--- src/rtl/regfile_mp.sv ---
// regfile_mp: parametrised multi-read-port register file with write-first bypass,
// per-register pending scoreboard and a bulk-clear sequencer.
module regfile_mp #(
  parameter int XLEN = 32,
  parameter int NREGS = 32,
  parameter int NREAD = 2,
  parameter bit ZERO_REG = 1'b1,
  localparam int AW = $clog2(NREGS)
) (
  input  logic                    clk,
  input  logic                    rst,
  input  logic [NREAD*AW-1:0]     rd_addr,
  output logic [NREAD*XLEN-1:0]   rd_data,
  output logic [NREAD-1:0]        rd_pend,
  input  logic                    wr_en,
  input  logic [AW-1:0]           wr_addr,
  input  logic [XLEN-1:0]         wr_data,
  input  logic                    iss_en,
  input  logic [AW-1:0]           iss_addr,
  input  logic                    clr_req,
  output logic                    busy
);
  typedef enum logic {IDLE, CLEARING} state_t;
  state_t state_q, state_d;
  logic [AW-1:0] cnt_q, cnt_d;
  logic [XLEN-1:0] regs_q [NREGS];
  logic [XLEN-1:0] regs_d [NREGS];
  logic [NREGS-1:0] pend_q, pend_d;
  logic [NREAD*XLEN-1:0] rd_data_q, rd_data_d;
  logic [NREAD-1:0] rd_pend_q, rd_pend_d;
  logic idle, we, ie;
  always_comb begin
    idle = state_q == IDLE;
    we = wr_en && idle && !(ZERO_REG && wr_addr == '0);
    ie = iss_en && idle && !(ZERO_REG && iss_addr == '0);
    regs_d = regs_q;
    pend_d = pend_q;
    state_d = state_q;
    cnt_d = cnt_q;
    rd_data_d = '0;
    rd_pend_d = '0;
    if (we) begin
      regs_d[wr_addr] = wr_data;
      pend_d[wr_addr] = 1'b0;
    end
    if (ie) pend_d[iss_addr] = 1'b1;
    // Issue/write on the clear-request edge land first, then the pend wipe overrides them
    if (idle && clr_req) begin
      pend_d = '0;
      cnt_d = '0;
      state_d = CLEARING;
    end
    if (!idle) begin
      regs_d[cnt_q] = '0;
      cnt_d = cnt_q + 1'b1;
      state_d = cnt_q == AW'(NREGS - 1) ? IDLE : CLEARING;
    end
    // Reads see post-edge state, giving write-first bypass
    for (int i = 0; i < NREAD; i++) begin
      rd_data_d[i*XLEN +: XLEN] = regs_d[rd_addr[i*AW +: AW]];
      rd_pend_d[i] = pend_d[rd_addr[i*AW +: AW]];
    end
  end
  always_ff @(posedge clk or posedge rst) begin
    if (rst) begin
      state_q <= IDLE;
      cnt_q <= '0;
      pend_q <= '0;
      rd_data_q <= '0;
      rd_pend_q <= '0;
      for (int i = 0; i < NREGS; i++) regs_q[i] <= '0;
    end else begin
      state_q <= state_d;
      cnt_q <= cnt_d;
      pend_q <= pend_d;
      rd_data_q <= rd_data_d;
      rd_pend_q <= rd_pend_d;
      regs_q <= regs_d;
    end
  end
  assign rd_data = rd_data_q;
  assign rd_pend = rd_pend_q;
  assign busy = state_q == CLEARING;
endmodule

--- config.mk ---
export PLATFORM = sky130hd
export DESIGN_NAME = regfile_mp
export DESIGN_NICKNAME = d
export VERILOG_FILES = /design/src/rtl/regfile_mp.sv
export SDC_FILE = /design/constraint.sdc
export NUM_CORES = 2
export LEC_CHECK = 0
export ABC_AREA = 1
export CAP_MARGIN = 10
export CORE_MARGIN = 2
export CORE_UTILIZATION = 45
export CTS_CLUSTER_SIZE = 28
export DETAILED_ROUTE_END_ITERATION = 10
export HOLD_SLACK_MARGIN = 0.06
export PLACE_DENSITY = 0.7
export SYNTH_ARGS = -nofsm -noshare
export SYNTH_HDL_FRONTEND = slang
export SYNTH_SLANG_ARGS = --single-unit
--- constraint.sdc ---
create_clock -name clk -period 66.6 [get_ports clk]
set_input_delay 6.66 -clock clk [delete_from_list [all_inputs] [get_ports clk]]
set_output_delay 6.66 -clock clk [all_outputs]
set_load 0.1 [all_outputs]
# After elaboration in Yosys (flattened, before gate mapping)
# Index checks and enable logic that the tools add are counted.
[word_totals]
output_inout_bits = 67
reg_bits = 1128
inputBits = 57
word_cells = 104
[classes]
n_lt_le_gt_ge = 12
eq_ne = 1
muxes = 29
add_sub_neg = 1
reduce_logical = 14
n_bitwise = 10
[op_table]
columns = ["operator", "count"]
rows = [
  ["$mux W1024", 2],
  ["$and A1024 B1024 Y1024", 1],
  ["$bwmux W1024", 1],
  ["$not A1024 Y1024", 1],
  ["$bmux W32 S5", 2],
  ["$demux W32 S5", 2],
  ["$mux W32", 9],
  ["$and A32 B32 Y32", 1],
  ["$not A32 Y32", 1],
  ["$or A32 B32 Y32", 1],
  ["$ge A6 B6 Y1 const B", 4],
  ["$lt A5 B6 Y1 const B", 4],
  ["$not A5 Y6", 4],
  ["$lt A6 B1 Y1 const B", 2],
  ["$bmux W1 S5", 2],
  ["$demux W1 S5", 2],
  ["$ge A5 B1 Y1 const B", 2],
  ["$logic_not A5 Y1", 2],
  ["$mux W5", 2],
  ["$logic_and A1 B1 Y1", 9],
  ["$mux W1", 7],
  ["$add A5 B1 Y5 const B", 1],
  ["$eq A5 B5 Y1 const B", 1],
  ["$logic_not A1 Y1", 2],
  ["2 further kinds", 2],
]

# Logic depth before layout (Yosys ltp)
[depth]
word_depth = 12
depth_mapped = 16
ltp_nobuf = 14

# Worst setup path after synthesis
# OpenSTA, ideal clock, no wires.
[synth_timing]
path_type = "input -> register"
from = "input wr_addr[2]"
to = "register rd_data_q[11] (netlist: rd_data[11])"
path_stages = 14
path_slack_ps = 58414
n_path_buf = 3
t_arrival_ps = 8069
path_cell_list = "buf_4 -> inv_4 -> nor2_2 -> buf_2 -> buf_2 -> nand4_1 -> nand3_1 -> nand2_1 -> nand3_1 -> nand3_1 -> nand3_1 -> nand2_1 -> nand2_1 -> nand2_1"
[synth_via]
elab_chain_len = 12
[synth_lines]
columns = ["item", "line", "source"]
rows = [
  ["from (decl)", "16", "input logic [AW-1:0] wr_addr,"],
  ["$not A5 Y6 (implied by the code)", "43", "regs_d[wr_addr] = wr_data;"],
  ["$ge A6 B6 Y1 (implied by the code) / $lt A6 B1 Y1 (equally long branches)", "43", ""],
  ["$logic_and A1 B1 Y1 (implied by the code)", "43", ""],
  ["$mux W32 (implied by the code)", "43", ""],
  ["$demux W32 S5", "43", ""],
  ["$bwmux W1024", "43", ""],
  ["$mux W1024 (*)", "42", "if (we) begin"],
  ["$and A1024 B1024 Y1024 (no source line)", "n/a", ""],
  ["$mux W1024 (*)", "53", "if (!idle) begin"],
  ["$bmux W32 S5 (*)", "60", "rd_data_d[i*XLEN +: XLEN] = regs_d[rd_addr[i*AW +: AW]];"],
  ["$mux W32 (implied by the code) (*) (2 in a row)", "60", ""],
  ["net rd_data_d[11]", "29", "logic [NREAD*XLEN-1:0] rd_data_q, rd_data_d;"],
  ["to (signal assigned)", "76", "rd_data_q <= rd_data_d;"],
  ["to (decl)", "29", ""],
]
# The timed path passes the listed nets; every way through them passes the cells marked *. The select of a mux whose other input is x is not followed.
# A chain may end at the register's enable or synchronous reset.

# Worst setup path in the final report
[layout_timing]
from = "input wr_addr[1]"
to = "register rd_data_q[50] (netlist: rd_data[50])"
# Same word-level chain as after synthesis.

==> flow_summary.json <==
{
  "rsz0062_at_grt": "false",
  "routed_via_density": 5.95,
  "area_growth_pct": 8.43,
  "maxSlewViolCount": 0,
  "post_cts_resized": 0,
  "grt_overflow_total": 0,
  "cp_num_cells": 18,
  "finalNonFillerCells": 13500,
  "finalSetupViolCount": 0,
  "fmax_ghz": 0.0932,
  "critPathMostFrequentCell": "nand2_1",
  "cts_inserted_buffers": 134,
  "cap_viol_max_count": 0,
  "die-area_um2": 165000,
  "r2r_cells": 17,
  "nNetsFinal": 11300,
  "leakage_nw": 51.8,
  "clk_path_buf_depth": 3,
  "first_global_vias": 75700,
  "p_clk_frac": 0.340,
  "wl_um": 314000,
  "antenna_found_initial": 12,
  "cp_top_family": "buffers and inverters",
  "crit_chain": "clkdlybuf4s50_1 > inv_1 > nand2_1 > nor2_4 > buf_4 > buf_4 > buf_4 > nand2_1 > inv_2 > nand2_1 > nand3_1 > nand2_1 > nand3_1 > nand3_1 > nand3_1 > nand2_1 > nand2_1 > nand2_1",
  "ant_nets": 0,
  "crit_slowest_cell": "inv_2",
  "drc_errors": 0,
  "tightest_slew_ps": 1420,
  "root_buffer": "clkbuf_16",
  "syn_inst": 11700,
  "vdd_drop_max_mv": 0.0306,
  "wl_per_cell_um": 23.2,
  "startpoint_type": "primary input",
  "post_cts_buffers": 0,
  "switchingPower_mw": 0.815,
  "hpwl_um": 171000,
  "critical_path.max_fanout": 40,
  "holdPathStages": 2,
  "num_vias": 80400,
  "numPlacedInstances": 13300,
  "finalWorstSetupSlack_ps": 55870,
  "grt_use_total": 0.373,
  "ctsHoldBuffers": 0,
  "placed_area_um2": 74700,
  "critical_path.endpoint_type": "flop",
  "hold_path.class": "reg -> reg",
  "io_pins": 124,
  "power_per_cell_area_nw_per_um2": 27.7,
  "skew_ps": 34.7,
  "crit_type": "in -> reg",
  "cts_htree_levels": 4,
  "drive_gt1_frac": 0.0395,
  "ys_ff_latch": 1128,
  "die_h_um": 406,
  "slew_headroom": 0.0488,
  "dp_slack_ps": 55350,
  "synth.distinct_cells": 23,
  "min_period_over_period": 0.161,
  "clk_latency_ps": 820,
  "start_util": 0.453,
  "fin_area_um2": 79000,
  "portBuffers": 123,
  "yosysSeqAreaShare": 0.387,
  "p_total_mw": 2.19,
  "grt_max_degree": 152,
  "dr.pass1.iters": 8,
  "cts_tree": "built",
  "p_int_mw": 1.37,
  "gp_congestion": 0.948,
  "fillers": 16200,
  "setup_tns_ps": 0,
  "outcome": "completed",
  "p_comb_frac": 0.282,
  "rows": 147,
  "first_iter_violations": 13800,
  "fp.dieW_um": 406,
  "core-area_um2": 161000,
  "pwr-share-seq": 0.379,
  "syn_area_um2": 72900,
  "path_buf_inv": 6,
  "whs_ps": 487,
  "post-route-util": 0.492,
  "power_switching_share": 0.372,
  "grt_pass1_wl_um": 470000,
  "synth.avg_cell_area_um2": 6.22,
  "min_period_ps": 10730,
  "hold_viol": 0,
  "slowest_delay_ps": 710,
  "synth_nets": 11800,
  "crit_arrival_ps": 11390,
  "cts_sinks": 1128,
  "ys_warn_count": 0,
  "crit_required_ps": 67270,
  "clk_pin_slew_ps": 60
}
## cell usage in the layout (no fill, tap or decap), drive strengths merged
| cell | Yosys | layout |
|---|---|---|
| inv | 2112 | 2123 |
| dfrtp | 1128 | 1128 |
| nand3 | 3376 | 3376 |
| buf | 340 | 197 |
| nand4 | 44 | 44 |
| nand2 | 3937 | 3937 |
| a21oi | 108 | 108 |
| nor2 | 35 | 35 |
| clkinv | 5 | 22 |
| clkdlybuf4s50 | 0 | 112 |
| ha | 5 | 5 |
| bufinv | 0 | 2 |
| o21ai | 38 | 38 |
| clkbuf | 580 | 207 |
| diode | 0 | 3 |
| nor3 | 10 | 10 |
## layout make-up
cell class / instances / area [um2] / area share
multi-input combinational: 7553 / 33000 / 0.418
sequential: 1128 / 28200 / 0.357
inverter: 2117 / 8000 / 0.101
clock buffer: 207 / 4040 / 0.0512
timing repair buffer: 309 / 2760 / 0.0349
tap: 2160 / 2700 / 0.0342
clock inverter: 30 / 256 / 0.00325
antenna: 3 / 7.51 / 0.0000950
## logic make-up (layout without fill, tap and decap cells)
kind of cell             after synthesis  in the layout  synth area share
AO/OA/AOI/OAI                        146            146            0.0100
adder cells (fa/ha/maj)                5              5          0.000858
buffers and inverters               3037           2663             0.160
flip-flops                          1128           1128             0.387
other                                  0              3                 0
AND/OR/NAND/NOR                     7402           7402             0.442
## sequential cells by signal (all words and copies together) (netlist names)
| register | cells |
|---|---|
| rd_pend | 2 |
| regs_q | 1024 |
| cnt_q | 5 |
| busy | 1 |
| rd_data | 64 |
| pend_q | 32 |
## Yosys cell counts
cell	instances	area, um2
o21ai_1	27	135
buf_2	198	991
ha_1	5	62.6
inv_4	1	6.26
inv_2	19	71.3
nand3_2	1	10.0
buf_1	136	510
dfrtp_1	1128	28200
nor3_1	10	50.1
nor2_4	6	67.6
nand2_2	3	18.8
a21oi_1	108	541
nand2_4	1	11.3
o21ai_0	11	55.1
buf_4	6	45.0
clkbuf_1	580	2180
nand2_1	3933	14800
nor2_2	4	25.0
nand3_1	3375	16900
clkinv_1	5	18.8
nand4_1	44	275
inv_1	2092	7850
nor2_1	25	93.8
## worst reg2reg max path: cells and delay by family (launching register included)
kind	cells	cell delay (ps)
buf+inv	5	2560
flops	1	560
simple gates	12	1770
## worst paths after layout
kind,startpoint,to,slack [ps]
worst max register to register,busy,rd_data[50],61600
worst min-delay path,regs_q[996],regs_q[996],490
worst min register to register,regs_q[996],regs_q[996],490
worst max-delay path,wr_addr[1],rd_data[50],55870
max in group asynchronous,rst,regs_q[936],56850
min in group asynchronous,rst,regs_q[96],6400
## per-layer routing
metal | global-route usage | wire length (um) | share of wire | vias to the layer above
met5 | 0 | 68 | 0.00022 | -
li1 | - | - | - | 35100
met4 | 0.266 | 26800 | 0.085 | 10
met3 | 0.104 | 47100 | 0.15 | 1642
met2 | 0.539 | 128000 | 0.41 | 6828
met1 | 0.479 | 112000 | 0.36 | 36800
## power by group through the flow
stage	registers (mW)	clock network [mW]	logic, mW
6_report	0.828	0.744	0.616
4_1_cts	0.825	0.745	0.595
5_1_grt	0.835	0.773	0.675
3_3_place_gp	0.834	0	0.578
2_1_floorplan	0.865	0	0.392
3_5_place_dp	0.837	0	0.591
Power figures use the tool's default switching activity.
